### src/rtl/cla_multiword_add_seq_if.sv
// rtl/cla_multiword_add_seq_if.sv - operand/result handshake bundle for the multiword adder
interface cla_multiword_add_seq_if #(
  parameter int WORD_W    = 16,
  parameter int NUM_WORDS = 4
);
  logic                          in_valid;
  logic                          in_ready;
  logic [WORD_W*NUM_WORDS-1:0]   a;
  logic [WORD_W*NUM_WORDS-1:0]   b;
  logic                          cin;
  logic                          sub;
  logic                          out_valid;
  logic                          out_ready;
  logic [WORD_W*NUM_WORDS-1:0]   sum;
  logic                          cout;
  logic                          ovf;
  logic                          busy;

  modport master (
    output in_valid, a, b, cin, sub, out_ready,
    input  in_ready, out_valid, sum, cout, ovf, busy
  );

  modport slave (
    input  in_valid, a, b, cin, sub, out_ready,
    output in_ready, out_valid, sum, cout, ovf, busy
  );
endinterface

### src/rtl/cla_multiword_add_seq.sv
// rtl/cla_multiword_add_seq.sv - wide add/subtract by sequencing one CLA slice over NUM_WORDS words
// Slice is built from 4-bit lookahead groups; group carries ripple, word carries live in carry_q.
module cla_multiword_add_seq #(
  parameter int WORD_W    = 16,
  parameter int NUM_WORDS = 4
) (
  input  logic                    clk,
  input  logic                    rst_n,
  cla_multiword_add_seq_if.slave  bus
);
  localparam int TOT_W = WORD_W * NUM_WORDS;
  localparam int NG    = WORD_W / 4;
  localparam int IDX_W = (NUM_WORDS > 1) ? $clog2(NUM_WORDS) : 1;
  localparam logic [IDX_W-1:0] LAST_IDX = IDX_W'(NUM_WORDS - 1);

  typedef enum logic [1:0] {IDLE, RUN, DONE} state_t;

  state_t             state_q, state_d;
  logic [IDX_W-1:0]   idx_q, idx_d;
  logic [TOT_W-1:0]   a_q, a_d, b_q, b_d, sum_q, sum_d;
  logic               carry_q, carry_d, cout_q, cout_d, ovf_q, ovf_d;

  logic [WORD_W-1:0]  op_a, op_b, p, g, slice_sum;
  logic [WORD_W:0]    c;

  assign op_a = a_q[idx_q*WORD_W +: WORD_W];
  assign op_b = b_q[idx_q*WORD_W +: WORD_W];
  assign p    = op_a ^ op_b;
  assign g    = op_a & op_b;

  always_comb begin
    logic gp, gg;
    c    = '0;
    gp   = 1'b0;
    gg   = 1'b0;
    c[0] = carry_q;
    for (int gi = 0; gi < NG; gi++) begin
      c[4*gi+1] = g[4*gi] | (p[4*gi] & c[4*gi]);
      c[4*gi+2] = g[4*gi+1] | (p[4*gi+1] & g[4*gi]) | (p[4*gi+1] & p[4*gi] & c[4*gi]);
      c[4*gi+3] = g[4*gi+2] | (p[4*gi+2] & g[4*gi+1]) | (p[4*gi+2] & p[4*gi+1] & g[4*gi])
                | (p[4*gi+2] & p[4*gi+1] & p[4*gi] & c[4*gi]);
      gg = g[4*gi+3] | (p[4*gi+3] & g[4*gi+2]) | (p[4*gi+3] & p[4*gi+2] & g[4*gi+1])
         | (p[4*gi+3] & p[4*gi+2] & p[4*gi+1] & g[4*gi]);
      gp = p[4*gi+3] & p[4*gi+2] & p[4*gi+1] & p[4*gi];
      c[4*gi+4] = gg | (gp & c[4*gi]);
    end
  end

  assign slice_sum = p ^ c[WORD_W-1:0];

  always_ff @(posedge clk or negedge rst_n) begin
    if (!rst_n) begin
      state_q <= IDLE;
      idx_q   <= '0;
      a_q     <= '0;
      b_q     <= '0;
      sum_q   <= '0;
      carry_q <= 1'b0;
      cout_q  <= 1'b0;
      ovf_q   <= 1'b0;
    end else begin
      state_q <= state_d;
      idx_q   <= idx_d;
      a_q     <= a_d;
      b_q     <= b_d;
      sum_q   <= sum_d;
      carry_q <= carry_d;
      cout_q  <= cout_d;
      ovf_q   <= ovf_d;
    end
  end

  always_comb begin
    state_d = state_q;
    idx_d   = idx_q;
    a_d     = a_q;
    b_d     = b_q;
    sum_d   = sum_q;
    carry_d = carry_q;
    cout_d  = cout_q;
    ovf_d   = ovf_q;
    unique case (state_q)
      IDLE: begin
        if (bus.in_valid) begin
          // Subtraction is A + ~B + 1, so it reuses the add path unchanged.
          a_d     = bus.a;
          b_d     = bus.sub ? ~bus.b : bus.b;
          carry_d = bus.sub ? 1'b1 : bus.cin;
          idx_d   = '0;
          state_d = RUN;
        end
      end
      RUN: begin
        sum_d[idx_q*WORD_W +: WORD_W] = slice_sum;
        carry_d = c[WORD_W];
        idx_d   = idx_q + 1'b1;
        if (idx_q == LAST_IDX) begin
          cout_d  = c[WORD_W];
          ovf_d   = c[WORD_W] ^ c[WORD_W-1];
          idx_d   = '0;
          state_d = DONE;
        end
      end
      DONE: begin
        if (bus.out_ready) begin
          state_d = IDLE;
        end
      end
      default: state_d = IDLE;
    endcase
  end

  assign bus.in_ready  = (state_q == IDLE);
  assign bus.out_valid = (state_q == DONE);
  assign bus.busy      = (state_q != IDLE);
  assign bus.sum       = sum_q;
  assign bus.cout      = cout_q;
  assign bus.ovf       = ovf_q;
endmodule

### src/flat_wrapper.sv
// flat-port wrapper written by rule: the top's interface ports become plain ports
module cla_multiword_add_seq_flat 
#(
  parameter int WORD_W    = 16,
  parameter int NUM_WORDS = 4
)
  (clk, rst_n, bus_in_valid, bus_a, bus_b, bus_cin, bus_sub, bus_out_ready, bus_in_ready, bus_out_valid, bus_sum, bus_cout, bus_ovf, bus_busy);
  cla_multiword_add_seq_if #(.WORD_W(WORD_W), .NUM_WORDS(NUM_WORDS)) bus_i ();
  input  logic clk;
  input  logic rst_n;
  input wire logic [$bits(bus_i.in_valid)-1:0] bus_in_valid;
  input wire logic [$bits(bus_i.a)-1:0] bus_a;
  input wire logic [$bits(bus_i.b)-1:0] bus_b;
  input wire logic [$bits(bus_i.cin)-1:0] bus_cin;
  input wire logic [$bits(bus_i.sub)-1:0] bus_sub;
  input wire logic [$bits(bus_i.out_ready)-1:0] bus_out_ready;
  output wire logic [$bits(bus_i.in_ready)-1:0] bus_in_ready;
  output wire logic [$bits(bus_i.out_valid)-1:0] bus_out_valid;
  output wire logic [$bits(bus_i.sum)-1:0] bus_sum;
  output wire logic [$bits(bus_i.cout)-1:0] bus_cout;
  output wire logic [$bits(bus_i.ovf)-1:0] bus_ovf;
  output wire logic [$bits(bus_i.busy)-1:0] bus_busy;
  assign bus_i.in_valid = bus_in_valid;
  assign bus_i.a = bus_a;
  assign bus_i.b = bus_b;
  assign bus_i.cin = bus_cin;
  assign bus_i.sub = bus_sub;
  assign bus_i.out_ready = bus_out_ready;
  assign bus_in_ready = bus_i.in_ready;
  assign bus_out_valid = bus_i.out_valid;
  assign bus_sum = bus_i.sum;
  assign bus_cout = bus_i.cout;
  assign bus_ovf = bus_i.ovf;
  assign bus_busy = bus_i.busy;
  cla_multiword_add_seq #(.WORD_W(WORD_W), .NUM_WORDS(NUM_WORDS)) u_core (.clk(clk), .rst_n(rst_n), .bus(bus_i));
endmodule
### config.mk
export PLATFORM = sky130hd
export DESIGN_NAME = cla_multiword_add_seq_flat
export DESIGN_NICKNAME = d
export VERILOG_FILES = /design/src/rtl/cla_multiword_add_seq_if.sv /design/src/rtl/cla_multiword_add_seq.sv /design/src/flat_wrapper.sv
export SDC_FILE = /design/constraint.sdc
export NUM_CORES = 1
export LEC_CHECK = 0
export BUFFER_PORTS_ARGS = -buffer_cell sky130_fd_sc_hd__buf_2
export CELL_PAD_IN_SITES_DETAIL_PLACEMENT = 0
export CELL_PAD_IN_SITES_GLOBAL_PLACEMENT = 1
export CORE_MARGIN = 3
export CORE_UTILIZATION = 42
export DETAILED_ROUTE_END_ITERATION = 12
export GPL_ROUTABILITY_DRIVEN = 0
export PLACE_DENSITY = 0.8
export SLEW_MARGIN = 0
export SYNTH_ARGS = -nofsm -noshare
export SYNTH_HDL_FRONTEND = slang
export SYNTH_SLANG_ARGS = --single-unit
### constraint.sdc
create_clock -name clk -period 4.3 [get_ports clk]
set_input_delay 0.86 -clock clk [delete_from_list [all_inputs] [get_ports clk]]
set_output_delay 0.86 -clock clk [all_outputs]
set_load 0.02 [all_outputs]
==> flow_summary_export.csv, run 1 <==
group,metric,value,unit
worst_hold_path,worst_hold_path_type,"register to register",
cells_and_area,final_layout_size_suffix_gt1_share,27.4,%
die,rows,54,
route,wl,24700,µm
logic_synthesis,syn-num-nets,1047,
die,start_util,42.9,%
clock_tree,path_clk_slew,0.07,ns
logic_synthesis,synth_area_leaders,"dfrtp_1 53%, nand2_1 11%, mux4_2 7.7%, xnor2_1 6.2%, a22o_1 4.8%",
setup_path,cp.arrival,4.34,ns
timing,worstMarginPinSlew,1.11,ns
clock_tree,hold_buffers,0,
clock_tree,htree_levels,4,
route,firstDrtPassIters,5,
global_routing,antenna_found_initial,0,
logic_synthesis,ys_types,47,
clock_tree,cts_inserted_buffers,17,
route,antenna_left,0,
status,status,"complete, no violations",
logic_synthesis,synth_compound_area_share,12.2,%
logic_synthesis,yosysWarnings,0,
timing,finalSetupViolations,0,
setup_path,endpoint_kind,"register",
logic_synthesis,synth_edf_count,0,
global_routing,grt_pass1_wl,39000,µm
place,place_ws,0.241,ns
clock_tree,cts_sinks,199,
clock_tree,cts-root-buf,"clkbuf_16",
setup_path,cp_max_fo,20,
place,dp_hpwl,18500,µm
logic_synthesis,synth_area,0.00940,mm²
route,drc,0,
logic_synthesis,synth_top_family_by_area,"simple AND/OR/NAND/NOR gates",
logic_synthesis,netlist_instances,887,
logic_synthesis,yosys.area_share.simple,13.8,%
die,die_w,156,µm
cells_and_area,final_cell_mix,"280 x nand2_1, 200 x buf_2, 197 x dfrtp_1",
route,drtIter0Drc,452,
logic_synthesis,ys_ff_latch,199,
setup_path,cp.required,4.66,ns
route,wl_per_cell,18.1,µm
timing,max_freq,0.251,GHz
setup_path,critPathKind,"register to register",
logic_synthesis,synth-seq-area-share,53.0,%
cells_and_area,syn_to_final_growth,19.9,%
timing,setup_tns,0,ns
pwr,irDropWorstVdd,0.438,mV
logic_synthesis,async_flop_share,100,%
setup_path,critPathMaxStageDelay,0.61,ns
cells_and_area,fin_nets,1227,
setup_path,cp_cell_sequence,"buf_4 -> mux4_2 -> ha_1 -> a21oi_1 -> o22ai_1 -> a31oi_1 -> o221a_2 -> o21bai_1 -> fa_1 -> xor2_1 -> a22o_1",
setup_path,startpoint_type,"register",
cells_and_area,fin_area,0.0113,mm²
clock_tree,insertion_delay,0.44,ns
logic_synthesis,synthAdderAreaFrac,3.78,%
die,die_y,156,µm
die,io_pins,203,
clock_tree,cts_buffer_depth,2,
global_routing,first_global_vias,7010,
place,port_buffers,202,
timing,min_period_over_period,92.5,%
timing,finalWorstPathRequiredPeriod,3.98,ns
setup_path,critPathBufInv,1,
route,via_per_inst,5.18,
cells_and_area,layout_commonest_cell,"nand2_1",
logic_synthesis,synth_top_area_share,53.0,%
timing,hold_violations,0,
logic_synthesis,ys.flop_type,"dfrtp_1",
timing,fin_skew,0.0130,ns
setup_path,cpMaxStageDelayCell,"dfrtp_4",
cells_and_area,diodes,0,
run,max-cap-violations,0,
timing,timing.final.max_slew_violations,0,
pwr,cellLeakagePower,5.65,nW
route,vias,7041,
setup_path,cp_top_family,"compound AO/OA/AOI/OAI gates",
timing,slew_headroom,26.2,%
timing,rsz0062_at_grt,"false",
logic_synthesis,syn_avg_cell_area,10.6,µm²
global_routing,grt_max_degree,113,
die,design.core.area,0.0219,mm²
clock_tree,cts_tree,"done",
timing,setup_slack,0.322,ns
global_routing,gr-total-overflow,0,
pwr,power.density,912,mW/mm²
logic_synthesis,synthMuxAreaShare,7.67,%
die,dieArea,0.0242,mm²
global_routing,grtUsageTotal,20.8,%
logic_synthesis,yosysTopAreaCell,"dfrtp_1",
place,place_area,0.0107,mm²
logic_synthesis,synthXorXnorAreaFrac,6.88,%
[per-layer routing]
layer	up-vias	track usage (%)	part of all wire, %
met4	0	5.17	1.5
met2	206	33.2	49
met1	3424	29.7	45
li1	3390	-	-
met5	-	0	0
met3	21	4.27	5.1
[report_power, final]
part / internal [mW] / switching, mW
Sequential: 2.72 / 0.637
Clock: 0.896 / 0.734
Combinational: 2.07 / 3.22
[state kept, by name (all words and copies together) (netlist names)]
signal,count
u_core.bus.sum,64
u_core.idx_q,2
u_core.state_q,2
u_core.bus.cout,1
u_core.a_q,64
u_core.carry_q,1
u_core.bus.ovf,1
u_core.b_q,64
[synthesized netlist by cell type, types with 2 or more instances]
| cell | number |
|---|---|
| a21o_1 | 3 |
| a21oi_1 | 6 |
| a22o_1 | 52 |
| a31oi_1 | 4 |
| and2_1 | 2 |
| and3_1 | 2 |
| buf_1 | 8 |
| buf_2 | 10 |
| clkbuf_1 | 35 |
| dfrtp_1 | 199 |
| fa_1 | 4 |
| ha_1 | 22 |
| inv_1 | 11 |
| mux4_2 | 32 |
| nand2_1 | 281 |
| nand2b_1 | 3 |
| nand3_1 | 7 |
| nand4_1 | 2 |
| nor2_1 | 10 |
| nor2b_1 | 6 |
| nor3_1 | 3 |
| nor4_1 | 2 |
| o211ai_1 | 2 |
| o21a_1 | 2 |
| o21ai_0 | 77 |
| o21ai_1 | 4 |
| o21ai_2 | 5 |
| o22ai_1 | 2 |
| o31ai_1 | 2 |
| or3_1 | 2 |
| xnor2_1 | 67 |
| xor2_1 | 5 |
[repair_timing]
item                       CTS  global route
setup endpoints to repair    0             3
buffers inserted             0             0
resized for setup            0             1
[path summary, 6_finish.rpt]
path	depth (start not counted)	slack (ns)	end	startpoint
worst min register to register	2	0.47	u_core.b_q[28]	u_core.b_q[28]
max in group asynchronous	2	2.76	u_core.b_q[49]	rst_n
worst min-delay path	2	0.47	u_core.b_q[28]	u_core.b_q[28]
worst max register to register	11	0.32	u_core.bus.sum[29]	u_core.idx_q[0]
min in group asynchronous	1	0.55	u_core.bus.sum[33]	rst_n
worst max-delay path	11	0.32	u_core.bus.sum[29]	u_core.idx_q[0]
[worst min-delay path, delay by kind of cell, from the launching register on]
kind	cells	cell delay, ns
flops	1	0.34
compound gates	1	0.05
simple gates	1	0.04
[kinds of logic after synthesis]
family | count (synthesis)
xor gates and xnor gates | 73
muxes | 32
adders and majority gates | 26
and+or+nand+nor | 324
buffers and inverters | 64
DFF | 199
AOI/OAI and AO/OA | 169
[through the flow]
step,hold slack [ns],power [mW],utilization (%),std cells
2_1_floorplan,0.440,6.95,-,887
3_3_place_gp,0.457,8.58,48.7,1328
3_5_place_dp,0.462,8.68,48.7,1328
4_1_cts,0.479,10.3,51.5,1360
5_1_grt,0.500,11.1,51.5,1360
6_report,0.474,10.3,51.5,1360
[final cells by class]
class	instances	area [µm²]
inverters	11	41.3
clock inverters	13	145
fillers	2059	10600
well taps	280	350
clock buffers	19	453
repair buffers	214	1110
multi-input cells	624	4180
flip-flops and latches	199	4980
No activity file was read; power rests on OpenSTA's default activity.
==> inputs of run 2 (changes only) <==
--- a/config.mk
+++ b/config.mk
@@ -7,12 +7,12 @@
 export LEC_CHECK = 0
 export BUFFER_PORTS_ARGS = -buffer_cell sky130_fd_sc_hd__buf_2
 export CELL_PAD_IN_SITES_DETAIL_PLACEMENT = 0
-export CELL_PAD_IN_SITES_GLOBAL_PLACEMENT = 1
+export CELL_PAD_IN_SITES_GLOBAL_PLACEMENT = 2
 export CORE_MARGIN = 3
-export CORE_UTILIZATION = 42
+export CORE_UTILIZATION = 35
 export DETAILED_ROUTE_END_ITERATION = 12
 export GPL_ROUTABILITY_DRIVEN = 0
-export PLACE_DENSITY = 0.8
+export PLACE_DENSITY = 0.9
 export SLEW_MARGIN = 0
 export SYNTH_ARGS = -nofsm -noshare
 export SYNTH_HDL_FRONTEND = slang
==> run 2 against run 1 <==
Combinational power increased by 1%; count of clock-buffer cells in the layout up 1; sequential power shrank 1%; worst setup slack gained 0.043 ns; via count is 1.1% lower; highest routed layer unchanged; total power is 1.0% higher; critical endpoint is now u_core.bus.sum[45].
==> flow_summary_export.csv, run 2 (same netlist as run 1, synthesis figures left out) <==
group,metric,value,unit
die,io_pins,203,
timing,setup_slack,0.365,ns
die,design.core.area,0.0262,mm²
cells_and_area,final_cell_mix,"280 x nand2_1, 200 x buf_2, 197 x dfrtp_1",
global_routing,grt_max_degree,93,
setup_path,cp-startpoint,"u_core.idx_q[0]",
setup_path,reg2reg_depth,11,
timing,timing.final.max_slew_violations,0,
cells_and_area,layout_commonest_cell,"nand2_1",
place,port_buffers,202,
setup_path,cp_max_fo,22,
route,vias,6962,
timing,finalWorstPathRequiredPeriod,3.93,ns
global_routing,first_global_vias,7056,
die,die_y,170,µm
route,drtIter0Drc,560,
cells_and_area,fin_nets,1226,
setup_path,cpMaxStageDelayCell,"dfrtp_2",
setup_path,cp.arrival,4.31,ns
cells_and_area,fin_area,0.0114,mm²
setup_path,endpoint_kind,"register",
timing,max_freq,0.254,GHz
place,dp_hpwl,19100,µm
cells_and_area,final_layout_size_suffix_gt1_share,27.3,%
setup_path,r2r-end,"u_core.bus.sum[45]",
die,start_util,35.9,%
timing,fin_skew,0.0132,ns
global_routing,grt_pass1_wl,39300,µm
clock_tree,post_cts_buffers,0,
clock_tree,cts_tree,"done",
setup_path,rrSetupSlack,0.37,ns
setup_path,critPathMaxStageDelay,0.69,ns
run,max-cap-violations,0,
timing,hold_violations,0,
place,place_area,0.0108,mm²
timing,worst_hold_slack,0.445,ns
route,wl,25500,µm
clock_tree,htree_levels,4,
timing,setup_tns,0,ns
clock_tree,cts_sinks,199,
die,rows,59,
clock_tree,insertion_delay,0.44,ns
timing,finalSetupViolations,0,
setup_path,critPathKind,"register to register",
cells_and_area,diodes,0,
timing,slew_headroom,34.8,%
pwr,irDropWorstVdd,0.384,mV
route,drc,0,
route,wl_per_cell,18.0,µm
clock_tree,cts_inserted_buffers,17,
cells_and_area,syn_to_final_growth,21.4,%
die,die_w,170,µm
clock_tree,hold_buffers,0,
place,dp.cells,1382,
cells_and_area,final_cell_count_no_fill,1413,
clock_tree,path_clk_slew,0.08,ns
clock_tree,cts-root-buf,"clkbuf_16",
place,place_ws,0.357,ns
timing,worstMarginPinSlew,0.978,ns
setup_path,cp_cell_sequence,"buf_12 -> mux4_2 -> ha_1 -> a21oi_1 -> o22ai_1 -> a31oi_1 -> o221a_2 -> o21bai_1 -> fa_1 -> xor2_1 -> a22o_1",
setup_path,startpoint_type,"register",
worst_hold_path,worst_hold_path_type,"input port to asynchronous set/reset pin",
pwr,power.density,910,mW/mm²
route,via_per_inst,4.93,
timing,min_period_over_period,91.5,%
setup_path,cp.required,4.67,ns
global_routing,grtUsageTotal,17.8,%
setup_path,timing.rr.start,"u_core.idx_q[0]",
global_routing,antenna_found_initial,0,
route,antenna_left,0,
pwr,cellLeakagePower,5.67,nW
cells_and_area,final_util,43.5,%
status,status,"complete, no violations",
route,firstDrtPassIters,5,
clock_tree,ctsResizeCount,0,
timing,rsz0062_at_grt,"false",
die,dieArea,0.0289,mm²
pwr,total_power,10.4,mW
global_routing,gr-total-overflow,0,
clock_tree,cts_buffer_depth,2,
==> run 2: area by class of cell <==
cell class                 instances  area [µm²]
sequential                       199        4980
clock buffer                      20         467
fill                            2535       14800
multi-input combinational        624        4180
timing repair buffer             213        1150
inverter                          11        41.3
clock inverter                    11         164
tap                              335         419
==> run 2: where the power goes <==
part	internal [mW]	leakage, nW	switching, mW
clock	0.975	0.301	0.744
sequential	2.72	2.55	0.606
combinational	2.10	2.82	3.24
==> run 2: layer usage <==
layer	wire [µm]	track usage, %
met5	0	0
met4	426	5.37
met3	1320	3.51
met2	12200	29.1
met1	11500	24.1
==> run 2: worst max-delay path by stage <==
stage / end / slack, ns
2_1_floorplan: u_core.bus.sum[13] / 0.47
3_3_place_gp: u_core.bus.sum[45] / 0.44
3_5_place_dp: u_core.bus.sum[45] / 0.36
4_1_cts: u_core.bus.sum[45] / 0.32
5_1_grt: u_core.bus.sum[29] / 0.14
6_report: u_core.bus.sum[45] / 0.37
==> run 2: critical path: cells and delay by family (launching register included) <==
| kind | cells | cell delay (ns) |
|---|---|---|
| AOI/OAI and AO/OA | 6 | 1.35 |
| xor gates and xnor gates | 1 | 0.29 |
| adders and majority gates | 2 | 0.68 |
| buffers and inverters | 1 | 0.27 |
| DFF | 1 | 0.69 |
| muxes | 1 | 0.57 |
==> inputs of run 3 (changes only) <==
--- a/config.mk
+++ b/config.mk
@@ -5,6 +5,7 @@
 export SDC_FILE = /design/constraint.sdc
 export NUM_CORES = 1
 export LEC_CHECK = 0
+export ABC_CLOCK_PERIOD_IN_PS = 4300
 export BUFFER_PORTS_ARGS = -buffer_cell sky130_fd_sc_hd__buf_2
 export CELL_PAD_IN_SITES_DETAIL_PLACEMENT = 0
 export CELL_PAD_IN_SITES_GLOBAL_PLACEMENT = 2
@@ -12,7 +13,7 @@
 export CORE_UTILIZATION = 35
 export DETAILED_ROUTE_END_ITERATION = 12
 export GPL_ROUTABILITY_DRIVEN = 0
-export PLACE_DENSITY = 0.9
+export PLACE_DENSITY = 0.79
 export SLEW_MARGIN = 0
 export SYNTH_ARGS = -nofsm -noshare
 export SYNTH_HDL_FRONTEND = slang
==> run 3 against run 2 <==
Sequential share of layout area is 0.19 points higher; clock power shrank 3%; clock skew is 0.0063 ns higher; highest routed layer unchanged; utilization shrank 0.17 points; non-clock buffer count increased by 1; maximum frequency down 0.54%; count of clock-buffer cells in the layout is 3 lower; largest power group unchanged.
==> flow_summary_export.csv, run 3 (same netlist as run 1, synthesis figures left out) <==
group,metric,value,unit
route,drtIter0Drc,490,
cells_and_area,diodes,0,
setup_path,cp_max_fo,22,
timing,worst_hold_slack,0.474,ns
route,wl_per_cell,17.9,µm
setup_path,critPathMaxStageDelay,0.68,ns
timing,worstMarginPinSlew,1.02,ns
die,io_pins,203,
pwr,cellLeakagePower,5.66,nW
setup_path,startpoint_type,"register",
timing,rsz0062_at_grt,"false",
place,place_area,0.0107,mm²
setup_path,cp.required,4.67,ns
die,start_util,35.9,%
setup_path,cpMaxStageDelayCell,"dfrtp_4",
cells_and_area,fin_nets,1227,
cells_and_area,fin_area,0.0114,mm²
setup_path,cp_cell_sequence,"buf_4 -> mux4_2 -> ha_1 -> a21oi_1 -> o22ai_1 -> a31oi_1 -> o221a_2 -> o21bai_1 -> fa_1 -> xor2_1 -> a22o_1",
timing,fin_skew,0.0195,ns
route,via_per_inst,4.82,
timing,min_period_over_period,92.0,%
status,status,"complete, no violations",
timing,finalSetupViolations,0,
pwr,power.density,907,mW/mm²
timing,max_freq,0.253,GHz
clock_tree,insertion_delay,0.44,ns
clock_tree,cts_buffer_depth,2,
place,dp_hpwl,19300,µm
global_routing,grt_max_degree,92,
global_routing,grt_pass1_wl,40200,µm
cells_and_area,syn_to_final_growth,20.9,%
cells_and_area,final_layout_size_suffix_gt1_share,27.4,%
clock_tree,htree_levels,4,
global_routing,grtUsageTotal,18.1,%
timing,finalWorstPathRequiredPeriod,3.96,ns
pwr,total_power,10.3,mW
route,drc,0,
die,dieArea,0.0289,mm²
clock_tree,path_clk_slew,0.08,ns
clock_tree,cts_tree,"done",
global_routing,gr-total-overflow,0,
cells_and_area,final_cell_mix,"280 x nand2_1, 200 x buf_2, 197 x dfrtp_1",
die,design.core.area,0.0262,mm²
cells_and_area,layout_commonest_cell,"nand2_1",
setup_path,critPathKind,"register to register",
clock_tree,cts_inserted_buffers,17,
die,die_y,170,µm
worst_hold_path,worst_hold_path_type,"input port to asynchronous set/reset pin",
pwr,irDropWorstVdd,0.371,mV
global_routing,antenna_found_initial,0,
run,max-cap-violations,0,
clock_tree,cts-root-buf,"clkbuf_16",
timing,hold_violations,0,
setup_path,cp.arrival,4.33,ns
route,antenna_left,0,
place,port_buffers,202,
timing,timing.final.max_slew_violations,0,
timing,setup_tns,0,ns
route,firstDrtPassIters,5,
die,rows,59,
timing,slew_headroom,32.0,%
die,die_w,170,µm
route,vias,6822,
setup_path,endpoint_kind,"register",
route,wl,25400,µm
clock_tree,cts_sinks,199,
global_routing,first_global_vias,7103,
## run 3: changes by cell type in the layout (fill, tap and decap cells not counted), moves of 3 or more
cell      before  now
clkbuf_8       4    1
buf_4          8   12
clkinv_4       1    4
buf_12         4    1
## run 3: area by class of cell
type | count | area [µm²]
Multi-Input combinational cell | 624 | 4180
Inverter | 11 | 41.3
Sequential cell | 199 | 4980
Clock inverter | 15 | 189
Clock buffer | 17 | 425
Tap cell | 335 | 419
Timing Repair Buffer | 214 | 1120
Fill cell | 2563 | 14800
## run 3: through the flow
| step | util [%] | worst slack (ns) | cells |
|---|---|---|---|
| after detailed placement | 41.0 | 0.177 | 1383 |
| after global routing | 43.4 | 0.0340 | 1415 |
| after global placement | 41.0 | 0.298 | 1383 |
| final | 43.4 | 0.344 | 1415 |
| after CTS | 43.4 | 0.159 | 1415 |
| after floorplan | - | 0.473 | 887 |
## run 3: worst paths after layout
check	start	endpoint	slack, ns	cells past startpoint
worst min-delay path	rst_n	u_core.a_q[2]	0.47	1
worst max register to register	u_core.idx_q[0]	u_core.bus.sum[61]	0.34	11
max in group asynchronous	rst_n	u_core.b_q[54]	2.88	2
worst min register to register	u_core.a_q[7]	u_core.a_q[7]	0.48	2
min in group clk	u_core.a_q[7]	u_core.a_q[7]	0.48	2
worst max-delay path	u_core.idx_q[0]	u_core.bus.sum[61]	0.34	11
## run 3: where the power goes
part           leakage [nW]  total [mW]  switching (mW)  internal, mW
clock                 0.295        1.67           0.788         0.886
sequential             2.55        3.33           0.608          2.72
combinational          2.81        5.31            3.24          2.08
## run 3: what timing repair did
action,4_1_cts,5_1_grt
setup buffers,0,0
hold buffers,0,0
resized for setup,0,1
setup endpoints to repair,0,4
## run 3: worst max-delay path, delay by kind of cell (launching register included)
family / cells / cell delay (ns)
AOI/OAI and AO/OA: 6 / 1.42
xor gates and xnor gates: 1 / 0.32
adders and majority gates: 2 / 0.69
buffers and inverters: 1 / 0.25
DFF: 1 / 0.68
muxes: 1 / 0.55
## run 3: routing by layer
| layer | up-vias | wire (µm) | share of wire (%) | global-route usage (%) |
|---|---|---|---|---|
| li1 | 3392 | - | - | - |
| met1 | 3264 | 12000 | 47 | 25.8 |
| met2 | 158 | 12100 | 48 | 28.8 |
| met3 | 8 | 1110 | 4.4 | 3.07 |
| met4 | 0 | 207 | 0.82 | 4.69 |
| met5 | - | 0 | 0 | 0 |
